### config.mk
export PLATFORM = sky130hd
export DESIGN_NAME = add_sub_serial
export DESIGN_NICKNAME = d
export VERILOG_FILES = /design/src/rtl/add_sub_pkg.sv /design/src/rtl/add_sub_digit.sv /design/src/rtl/add_sub_serial.sv
export SDC_FILE = /design/constraint.sdc
export NUM_CORES = 1
export LEC_CHECK = 0
export CAP_MARGIN = 15
export CORE_ASPECT_RATIO = 1.4
export CORE_MARGIN = 5
export CORE_UTILIZATION = 45
export CTS_CLUSTER_SIZE = 12
export DETAILED_ROUTE_END_ITERATION = 10
export PLACE_DENSITY = 0.72
export SKIP_LAST_GASP = 1
export SYNTH_ARGS = -nofsm -noshare
export SYNTH_HDL_FRONTEND = slang
export SYNTH_SLANG_ARGS = --single-unit
### constraint.sdc
create_clock -name clk -period 3.17 [get_ports clk]
set_input_delay 0.951 -clock clk [delete_from_list [all_inputs] [get_ports clk]]
set_output_delay 0.951 -clock clk [all_outputs]
set_load 0.02 [all_outputs]
### src/rtl/add_sub_pkg.sv
// Shared types and constants for the digit-serial adder/subtractor.
package add_sub_pkg;

  // Control FSM states.
  typedef enum logic [1:0] {
    IDLE = 2'd0,
    RUN  = 2'd1,
    DONE = 2'd2
  } state_e;

  // Operation select encoding.
  localparam logic OP_ADD = 1'b0;
  localparam logic OP_SUB = 1'b1;

  // Digit counter width: ceil(log2(n)), at least one bit.
  function automatic int unsigned cnt_width(input int unsigned n);
    return (n > 1) ? $clog2(n) : 1;
  endfunction

endpackage

### src/rtl/add_sub_digit.sv
// Combinational DIGIT-bit ripple adder slice. c_msb is the carry into the
// top bit, needed to derive signed overflow on the most significant digit.
module add_sub_digit #(
  parameter int unsigned DIGIT = 2
) (
  input  logic [DIGIT-1:0] x,
  input  logic [DIGIT-1:0] y,
  input  logic             cin,
  output logic [DIGIT-1:0] s,
  output logic             cout,
  output logic             c_msb
);

  logic w_carry;

  // Ripple the carry bit by bit through the slice.
  always_comb begin
    w_carry = cin;
    s       = '0;
    c_msb   = cin;
    for (int i = 0; i < DIGIT; i++) begin
      s[i] = x[i] ^ y[i] ^ w_carry;
      if (i == DIGIT - 1) begin
        c_msb = w_carry;
      end
      w_carry = (x[i] & y[i]) | (w_carry & (x[i] ^ y[i]));
    end
    cout = w_carry;
  end

endmodule

### src/rtl/add_sub_serial.sv
// Digit-serial two's-complement adder/subtractor with valid/ready handshakes.
// A WIDTH-bit operand pair is processed DIGIT bits per cycle, LSB digit first.
// Optional feature macro: SATURATE_EN (signed saturation of sum on overflow).
module add_sub_serial
  import add_sub_pkg::*;
#(
  parameter int unsigned WIDTH = 8,
  parameter int unsigned DIGIT = 2
) (
  input  logic             clk,
  input  logic             rst,
  input  logic             in_valid,
  output logic             in_ready,
  input  logic [WIDTH-1:0] a,
  input  logic [WIDTH-1:0] b,
  input  logic             op,
  output logic             out_valid,
  input  logic             out_ready,
  output logic [WIDTH-1:0] sum,
  output logic             Cout,
  output logic             v,
  output logic             busy
);

  localparam int unsigned N     = WIDTH / DIGIT;
  localparam int unsigned CNT_W = cnt_width(N);

  state_e             r_state;
  state_e             w_state_next;

  // r_a doubles as the result register: result digits enter at the MSB end
  // while operand digits leave at the LSB end.
  logic [WIDTH-1:0]   r_a;
  logic [WIDTH-1:0]   r_b;
  logic               r_carry;
  logic [CNT_W-1:0]   r_cnt;
  logic [WIDTH-1:0]   r_sum;
  logic               r_cout;
  logic               r_v;

  logic [DIGIT-1:0]   w_s;
  logic               w_dcout;
  logic               w_c_msb;
  logic               w_v;
  logic               w_last;
  logic               w_accept;
  logic               w_sub;
  logic [WIDTH-1:0]   w_a_shift;
  logic [WIDTH-1:0]   w_b_shift;
  logic [WIDTH-1:0]   w_final_sum;

  assign w_sub    = (op == OP_SUB);
  assign w_accept = (r_state == IDLE) && in_valid;
  assign w_last   = (r_cnt == CNT_W'(N - 1));
  assign w_v      = w_c_msb ^ w_dcout;

  add_sub_digit #(
    .DIGIT(DIGIT)
  ) u_digit (
    .x    (r_a[DIGIT-1:0]),
    .y    (r_b[DIGIT-1:0]),
    .cin  (r_carry),
    .s    (w_s),
    .cout (w_dcout),
    .c_msb(w_c_msb)
  );

  // Next contents of the shift registers; a single digit needs no shifting.
  if (N == 1) begin : g_single
    assign w_a_shift = w_s;
    assign w_b_shift = '0;
  end else begin : g_multi
    assign w_a_shift = {w_s, r_a[WIDTH-1:DIGIT]};
    assign w_b_shift = {{DIGIT{1'b0}}, r_b[WIDTH-1:DIGIT]};
  end

`ifdef SATURATE_EN
  logic r_a_sign;

  // Sign of operand a, which picks the saturation direction.
  always_ff @(posedge clk or posedge rst) begin
    if (rst) begin
      r_a_sign <= 1'b0;
    end else if (w_accept) begin
      r_a_sign <= a[WIDTH-1];
    end
  end

  // Clamp the completed result on signed overflow.
  always_comb begin
    w_final_sum = w_a_shift;
    if (w_v) begin
      w_final_sum = r_a_sign ? {1'b1, {(WIDTH-1){1'b0}}} : {1'b0, {(WIDTH-1){1'b1}}};
    end
  end
`else
  assign w_final_sum = w_a_shift;
`endif

  // State register.
  always_ff @(posedge clk or posedge rst) begin
    if (rst) begin
      r_state <= IDLE;
    end else begin
      r_state <= w_state_next;
    end
  end

  // Next state and state-decoded handshake outputs.
  always_comb begin
    w_state_next = r_state;
    in_ready     = 1'b0;
    out_valid    = 1'b0;
    busy         = 1'b0;
    unique case (r_state)
      IDLE: begin
        in_ready = 1'b1;
        if (in_valid) begin
          w_state_next = RUN;
        end
      end
      RUN: begin
        busy = 1'b1;
        if (w_last) begin
          w_state_next = DONE;
        end
      end
      DONE: begin
        busy      = 1'b1;
        out_valid = 1'b1;
        if (out_ready) begin
          w_state_next = IDLE;
        end
      end
      default: begin
        w_state_next = IDLE;
      end
    endcase
  end

  // Operand load, per-digit shift/carry update and result capture.
  always_ff @(posedge clk or posedge rst) begin
    if (rst) begin
      r_a     <= '0;
      r_b     <= '0;
      r_carry <= 1'b0;
      r_cnt   <= '0;
      r_sum   <= '0;
      r_cout  <= 1'b0;
      r_v     <= 1'b0;
    end else begin
      if (w_accept) begin
        // Subtraction as a + ~b + 1: invert b, seed carry with 1.
        r_a     <= a;
        r_b     <= b ^ {WIDTH{w_sub}};
        r_carry <= w_sub;
        r_cnt   <= '0;
      end else if (r_state == RUN) begin
        r_a     <= w_a_shift;
        r_b     <= w_b_shift;
        r_carry <= w_dcout;
        if (w_last) begin
          r_sum  <= w_final_sum;
          r_cout <= w_dcout;
          r_v    <= w_v;
        end else begin
          r_cnt <= r_cnt + CNT_W'(1);
        end
      end
    end
  end

  assign sum  = r_sum;
  assign Cout = r_cout;
  assign v    = r_v;

endmodule

==> results of run 1 <==
## logic make-up after synthesis
group,count (synthesis),share of synthesized area
DFF,31,0.4909
and+or+nand+nor,26,0.07285
xor gates and xnor gates,10,0.05543
adders and majority gates,7,0.06493
AOI/OAI and AO/OA,21,0.07284
muxes,25,0.1821
buffers and inverters,22,0.06096
## sequential cells by signal, indices dropped and copies added (netlist names)
| register | flops |
|---|---|
| r_a | 8 |
| Cout | 1 |
| r_b | 8 |
| r_carry | 1 |
| sum | 8 |
| r_cnt | 2 |
| r_state | 2 |
| v | 1 |
## cell usage after synthesis (all sizes together)
cell | count | share of area
a221oi | 1 | 0.0095
xor2 | 7 | 0.039
and3 | 1 | 0.0040
and2 | 1 | 0.0040
o21ai | 20 | 0.063
mux2i | 16 | 0.10
nand3b | 2 | 0.0095
clkbuf | 3 | 0.0071
mux2 | 9 | 0.081
dfrtp | 31 | 0.49
nand2 | 19 | 0.045
xnor2 | 3 | 0.017
nor2 | 2 | 0.0048
ha | 5 | 0.040
inv | 13 | 0.031
fa | 2 | 0.025
buf | 6 | 0.023
nor2b | 1 | 0.0055
## layer usage
layer  track usage  vias to the layer above
met3       0.05305                        4
met5             0                        -
met2        0.2219                       31
met1        0.1696                      512
li1              -                      528
met4       0.05987                        0
## power by group through the flow
stage,sequential [mW],clock (mW),combinational (mW)
after global routing,0.731,0.330,1.08
after CTS,0.708,0.308,0.980
after global placement,0.704,0,0.945
after detailed placement,0.713,0,0.975
after floorplan,0.748,0,0.621
final,0.707,0.296,0.964
## layout make-up
cell class	instances	area (µm²)	share of cell area
timing repair buffer	36	352.8	0.1747
clock buffer	5	68.82	0.03408
multi-input combinational	89	708.2	0.3507
inverter	13	48.80	0.02416
sequential	31	775.7	0.3841
tap	40	50.05	0.02478
clock inverter	3	15.01	0.007435
## worst max-delay path by stage
stage,slack (ps),from,to,depth (start not counted)
3_3_place_gp,610,in_valid,v,4
4_1_cts,540,r_state[0],in_ready,3
2_1_floorplan,1370,in_valid,sum[0],4
6_report,540,r_state[1],in_ready,3
3_5_place_dp,570,in_valid,v,4
5_1_grt,460,r_state[1],in_ready,3
==> metrics.txt, run 1 <==
# TYPE chip_impl_metric gauge
chip_impl_metric{name="die_area",unit="mm²"} 0.004814
chip_impl_metric{name="p_int",unit="mW"} 1.225
chip_impl_metric{name="total_leakage_power",unit="nW"} 0.9091
chip_impl_metric{name="timing.setup.tns",unit="ps"} 0
chip_impl_metric{name="r2r_setup_slack",unit="ps"} 1040
chip_impl_info{name="holdCritPathClass",value="reg -> reg"} 1
chip_impl_metric{name="totalPowerFinal",unit="mW"} 1.967
chip_impl_metric{name="detailroute.wirelength.met3",unit="µm"} 184
chip_impl_metric{name="drt_initial_violations",unit=""} 24
chip_impl_metric{name="synth.avg_cell_area",unit="µm²"} 11.13
chip_impl_metric{name="holdBufCountCts",unit=""} 0
chip_impl_metric{name="synth-seq-area-share",unit=""} 0.4909
chip_impl_metric{name="clock_tree.buffer_depth",unit=""} 2
chip_impl_info{name="reg2reg_from",value="r_state[1]"} 1
chip_impl_metric{name="detail-route-antenna-nets",unit=""} 0
chip_impl_metric{name="setup_viol",unit=""} 0
chip_impl_metric{name="irDropWorstVdd",unit="V"} 0.0006538
chip_impl_metric{name="global_route_wire_length_before_repair",unit="µm"} 5064
chip_impl_metric{name="detail_route.wirelength.met1",unit="µm"} 1253
chip_impl_metric{name="post_synthesis_register_bit_count",unit=""} 31
chip_impl_metric{name="port_buffers",unit=""} 33
chip_impl_metric{name="synthToLayoutAreaGrowth",unit="%"} 27.79
chip_impl_metric{name="dpl.hpwl",unit="µm"} 2139
chip_impl_metric{name="num-fill-cells",unit=""} 285
chip_impl_metric{name="grt_start_max_net_pins",unit=""} 33
chip_impl_metric{name="final_clock_skew",unit="ps"} 3.973
chip_impl_info{name="cts_tree",value="built"} 1
chip_impl_info{name="mostFrequentLayoutCell",value="clkdlybuf4s50_1"} 1
chip_impl_metric{name="switching_share",unit=""} 0.3773
chip_impl_metric{name="clock_sink_count",unit=""} 31
chip_impl_metric{name="cp.required",unit="ps"} 2220
chip_impl_metric{name="design.portCount",unit=""} 34
chip_impl_metric{name="cts-resized-gates",unit=""} 0
chip_impl_metric{name="finalCritPeriodShare",unit=""} 0.8288
chip_impl_metric{name="timing_max_transition_violations_final",unit=""} 0
chip_impl_metric{name="clock_latency",unit="ps"} 280
chip_impl_metric{name="place_area",unit="mm²"} 0.001936
chip_impl_info{name="hold-path-endpoint",value="sum[5]"} 1
chip_impl_metric{name="route.detailed.vias_per_inst",unit=""} 4.954
chip_impl_metric{name="overflow",unit=""} 0
chip_impl_metric{name="pre_cts_slack",unit="ps"} 569.1
chip_impl_info{name="worst-setup-path-type",value="reg -> out"} 1
chip_impl_metric{name="whs_path_depth",unit=""} 1
chip_impl_metric{name="seq_power_share",unit=""} 0.359
chip_impl_info{name="rsz0062_at_grt",value="false"} 1
chip_impl_metric{name="crit_arrival",unit="ps"} 1680
chip_impl_metric{name="initial_antenna_violation_count",unit=""} 0
chip_impl_info{name="clk_root_buffer_cell",value="clkbuf_8"} 1
chip_impl_metric{name="routed-via-count",unit=""} 1075
chip_impl_metric{name="tightest_slew",unit="ps"} 635.9
chip_impl_info{name="highest_layer",value="met4"} 1
chip_impl_metric{name="detail_route.first_pass.iterations",unit=""} 4
chip_impl_metric{name="power_density",unit="mW/mm²"} 974.1
chip_impl_metric{name="crit_path_max_fanout",unit=""} 4
chip_impl_metric{name="htree_levels",unit=""} 2
chip_impl_metric{name="post_synth_num_cell_types",unit=""} 20
chip_impl_metric{name="layout_setup_ws",unit="ps"} 542.9
chip_impl_info{name="mostFrequentLayoutCells",value="clkdlybuf4s50_1 (33), dfrtp_1 (31), o21ai_0 (20)"} 1
chip_impl_metric{name="critical-path-max-stage-delay",unit="ps"} 630
chip_impl_metric{name="clk_transition_reported_paths",unit="ps"} 70
chip_impl_metric{name="drive_above_1_share",unit=""} 0.1243
chip_impl_metric{name="timing.reg2reg.worst_path_depth",unit=""} 4
chip_impl_metric{name="maxSlewHeadroom",unit=""} 0.5761
chip_impl_metric{name="core_area",unit="mm²"} 0.003378
chip_impl_metric{name="wire_per_inst",unit="µm"} 13.55
chip_impl_metric{name="switchingPower",unit="mW"} 0.7423
chip_impl_metric{name="fp.dieW",unit="µm"} 60.09
chip_impl_info{name="timing.hold.worst.start",value="sum[5]"} 1
chip_impl_info{name="r2r-end",value="sum[2]"} 1
chip_impl_metric{name="grtUsageTotal",unit=""} 0.1412
chip_impl_metric{name="yosysWarningCount",unit=""} 0
chip_impl_metric{name="fin_nets",unit=""} 204
chip_impl_metric{name="hold_slack",unit="ps"} 513.9
chip_impl_metric{name="fin_util",unit=""} 0.5978
chip_impl_metric{name="cts-buffers-inserted",unit=""} 5
chip_impl_info{name="critPathTopFamily",value="buffers and inverters"} 1
chip_impl_info{name="slowest_stage",value="clkdlybuf4s50_1"} 1
chip_impl_metric{name="synthesis.nets",unit=""} 170
chip_impl_metric{name="postSynthCellCount",unit=""} 142
chip_impl_metric{name="starting_density_of_the_core",unit=""} 0.4678
chip_impl_metric{name="power.combinational.fraction",unit=""} 0.490
chip_impl_info{name="outcome",value="complete, no violations"} 1
chip_impl_metric{name="finalCriticalPeriod",unit="ps"} 2627
chip_impl_metric{name="clk_network_pwr_share",unit=""} 0.151
chip_impl_metric{name="first_global_vias",unit=""} 1160
chip_impl_metric{name="wl",unit="µm"} 2940
chip_impl_metric{name="dr_wl_met2",unit="µm"} 1470
chip_impl_metric{name="antennaDiodeCount",unit=""} 0
chip_impl_metric{name="timing.max_cap.violations",unit=""} 0
chip_impl_metric{name="timing.final.hold_violations",unit=""} 0
chip_impl_metric{name="path_buf_inv",unit=""} 2
chip_impl_metric{name="rows",unit=""} 25
chip_impl_metric{name="cts_setup_buffers",unit=""} 0
chip_impl_metric{name="finalInstanceArea",unit="mm²"} 0.002019
chip_impl_metric{name="instances_no_fill",unit=""} 217
chip_impl_metric{name="die_h",unit="µm"} 80.12
chip_impl_metric{name="post-place-cells",unit=""} 209
chip_impl_metric{name="drc_errors",unit=""} 0
chip_impl_info{name="critical_path.cell_chain",value="inv_1, ha_1, clkdlybuf4s50_1"} 1
chip_impl_info{name="crit_path_start_kind",value="flip-flop"} 1
chip_impl_metric{name="place.gp.congestion",unit=""} 0.7760
chip_impl_metric{name="synth.cell_area",unit="mm²"} 0.001580
chip_impl_info{name="worstSetupEndpointType",value="output port"} 1
chip_impl_metric{name="fmax",unit="MHz"} 380.6
(Power assumes the default switching activity.)
==> run 2, diff against run 1 <==
PLACE_DENSITY = 0.75   (was 0.72)
clock period = 2.3 ns   (was 3.17 ns; I/O delays follow)
==> metrics.txt, run 2 (synthesis gave the netlist of run 1 again) <==
# TYPE chip_impl_metric gauge
chip_impl_info{name="outcome",value="complete, no violations"} 1
chip_impl_metric{name="crit_arrival",unit="ps"} 1360
chip_impl_metric{name="detail-route-antenna-nets",unit=""} 0
chip_impl_metric{name="tightest_slew",unit="ps"} 646.2
chip_impl_metric{name="place.gp.congestion",unit=""} 0.7204
chip_impl_metric{name="grt_start_max_net_pins",unit=""} 33
chip_impl_metric{name="power.combinational.fraction",unit=""} 0.489
chip_impl_info{name="r2r-end",value="v"} 1
chip_impl_metric{name="first_global_vias",unit=""} 1205
chip_impl_metric{name="fin_nets",unit=""} 206
chip_impl_info{name="worstSetupEndpointType",value="output port"} 1
chip_impl_info{name="mostFrequentLayoutCell",value="dfrtp_1"} 1
chip_impl_metric{name="route.detailed.vias_per_inst",unit=""} 4.940
chip_impl_metric{name="die_area",unit="mm²"} 0.004814
chip_impl_metric{name="starting_density_of_the_core",unit=""} 0.4678
chip_impl_info{name="mostFrequentLayoutCells",value="dfrtp_1 (31), clkdlybuf4s50_1 (30), o21ai_0 (20)"} 1
chip_impl_metric{name="initial_antenna_violation_count",unit=""} 0
chip_impl_metric{name="maxSlewHeadroom",unit=""} 0.5692
chip_impl_info{name="worst-setup-path-type",value="reg -> out"} 1
chip_impl_metric{name="fmax",unit="MHz"} 486.7
chip_impl_metric{name="core_area",unit="mm²"} 0.003378
chip_impl_info{name="critPathTopFamily",value="buffers and inverters"} 1
chip_impl_metric{name="r2r_setup_slack",unit="ps"} 410
chip_impl_metric{name="timing.max_cap.violations",unit=""} 0
chip_impl_metric{name="p_int",unit="mW"} 1.711
chip_impl_info{name="slowest_stage",value="dfrtp_1"} 1
chip_impl_metric{name="detail_route.first_pass.iterations",unit=""} 4
chip_impl_info{name="reg2reg_from",value="r_a[0]"} 1
chip_impl_metric{name="final_clock_skew",unit="ps"} 5.047
chip_impl_info{name="cts_tree",value="built"} 1
chip_impl_metric{name="setup_viol",unit=""} 0
chip_impl_info{name="clk_root_buffer_cell",value="clkbuf_8"} 1
chip_impl_metric{name="hold_slack",unit="ps"} 513.7
chip_impl_metric{name="dpl.hpwl",unit="µm"} 2226
chip_impl_metric{name="overflow",unit=""} 0
chip_impl_info{name="cp-startpoint",value="r_state[0]"} 1
chip_impl_metric{name="switchingPower",unit="mW"} 1.011
chip_impl_metric{name="switching_share",unit=""} 0.3715
chip_impl_metric{name="drc_errors",unit=""} 0
chip_impl_metric{name="critical-path-max-stage-delay",unit="ps"} 400
chip_impl_metric{name="clock_sink_count",unit=""} 31
chip_impl_info{name="rsz0062_at_grt",value="false"} 1
chip_impl_metric{name="clk_transition_reported_paths",unit="ps"} 60
chip_impl_metric{name="crit_path_max_fanout",unit=""} 4
chip_impl_metric{name="clock_latency",unit="ps"} 280
chip_impl_metric{name="crit_cells",unit=""} 3
chip_impl_metric{name="timing.setup.tns",unit="ps"} 0
chip_impl_metric{name="wl",unit="µm"} 2972
chip_impl_metric{name="fp.dieW",unit="µm"} 60.09
chip_impl_info{name="critical_path.endpoint",value="in_ready"} 1
chip_impl_metric{name="die_h",unit="µm"} 80.12
chip_impl_metric{name="sequential_cell_area",unit="µm²"} 775.7
chip_impl_metric{name="rows",unit=""} 25
chip_impl_metric{name="cp.required",unit="ps"} 1610
chip_impl_metric{name="seq_power_share",unit=""} 0.357
chip_impl_metric{name="wire_per_inst",unit="µm"} 13.63
chip_impl_metric{name="synthToLayoutAreaGrowth",unit="%"} 28.74
chip_impl_metric{name="cts-buffers-inserted",unit=""} 5
chip_impl_metric{name="design.portCount",unit=""} 34
chip_impl_metric{name="area_of_combinational_cells_with_multiple_inputs",unit="µm²"} 708.2
chip_impl_info{name="crit_path_start_kind",value="flip-flop"} 1
chip_impl_metric{name="routed-via-count",unit=""} 1077
chip_impl_metric{name="power_density",unit="mW/mm²"} 1338
chip_impl_metric{name="irDropWorstVdd",unit="V"} 0.0008663
chip_impl_metric{name="antennaDiodeCount",unit=""} 0
chip_impl_metric{name="timing.reg2reg.worst_path_depth",unit=""} 5
chip_impl_metric{name="num-fill-cells",unit=""} 310
chip_impl_info{name="holdCritPathClass",value="reg -> reg"} 1
chip_impl_metric{name="port_buffers",unit=""} 33
chip_impl_metric{name="grtUsageTotal",unit=""} 0.1439
chip_impl_metric{name="finalCriticalPeriod",unit="ps"} 2055
chip_impl_metric{name="drt_initial_violations",unit=""} 33
chip_impl_metric{name="instances_no_fill",unit=""} 218
chip_impl_metric{name="total_leakage_power",unit="nW"} 0.9252
chip_impl_metric{name="drive_above_1_share",unit=""} 0.1292
chip_impl_metric{name="clk_network_pwr_share",unit=""} 0.154
chip_impl_metric{name="finalInstanceArea",unit="mm²"} 0.002034
chip_impl_metric{name="finalCritPeriodShare",unit=""} 0.8934
chip_impl_metric{name="path_buf_inv",unit=""} 2
chip_impl_metric{name="post-place-cells",unit=""} 211
chip_impl_metric{name="timing.final.hold_violations",unit=""} 0
chip_impl_info{name="critical_path.cell_chain",value="inv_1, ha_1, dlygate4sd2_1"} 1
chip_impl_metric{name="global_route_wire_length_before_repair",unit="µm"} 5230
chip_impl_metric{name="timing_max_transition_violations_final",unit=""} 0
chip_impl_metric{name="clock_tree.buffer_depth",unit=""} 2
chip_impl_metric{name="holdBufCountCts",unit=""} 0
chip_impl_metric{name="place_area",unit="mm²"} 0.001951
chip_impl_metric{name="htree_levels",unit=""} 2
==> run 2: final cells by class <==
class                   instances  area share
flip-flops and latches         31      0.3813
clock buffers                   6     0.04059
multi-input cells              89      0.3481
well taps                      40     0.02460
clock inverters                 1    0.002460
repair buffers                 38      0.1790
inverters                      13     0.02399
==> run 2: power groups by stage <==
stage               sequential, mW  combinational (mW)  clock (mW)
detailed placement           0.984                1.37           0
global placement             0.968                1.32           0
CTS                          0.975                1.36       0.442
global route                  1.01                1.47       0.468
finish                       0.972                1.33       0.419
floorplan                     1.03               0.855           0
==> run 2: repair_timing <==
action | in CTS | in global routing
buffers inserted | 0 | 0
gates resized for setup | 3 | 0
endpoints found under the setup margin | 3 | 0
==> run 2: metrics by stage <==
stage	utilization	setup slack (ps)	power, mW
finish	0.6022	245.3	2.722
global placement	0.5774	48.58	2.290
floorplan	-	512.1	1.887
global route	0.6022	147.6	2.952
CTS	0.6022	217.5	2.775
detailed placement	0.5774	7.703	2.357
==> run 2: metal layers <==
layer	share of wire	global-route usage
met1	0.42	0.1569
met2	0.50	0.2478
met4	0.019	0.05987
met3	0.063	0.04823
met5	0	0
==> run 2: worst min path at each step <==
stage	from	endpoint	slack (ps)	cells past startpoint
after floorplan	r_b[6]	r_b[6]	480	2
after global placement	r_b[7]	r_b[7]	500	2
after detailed placement	sum[4]	sum[4]	500	1
after CTS	sum[4]	sum[4]	520	1
after global routing	sum[4]	sum[4]	530	1
final	sum[4]	sum[4]	510	1
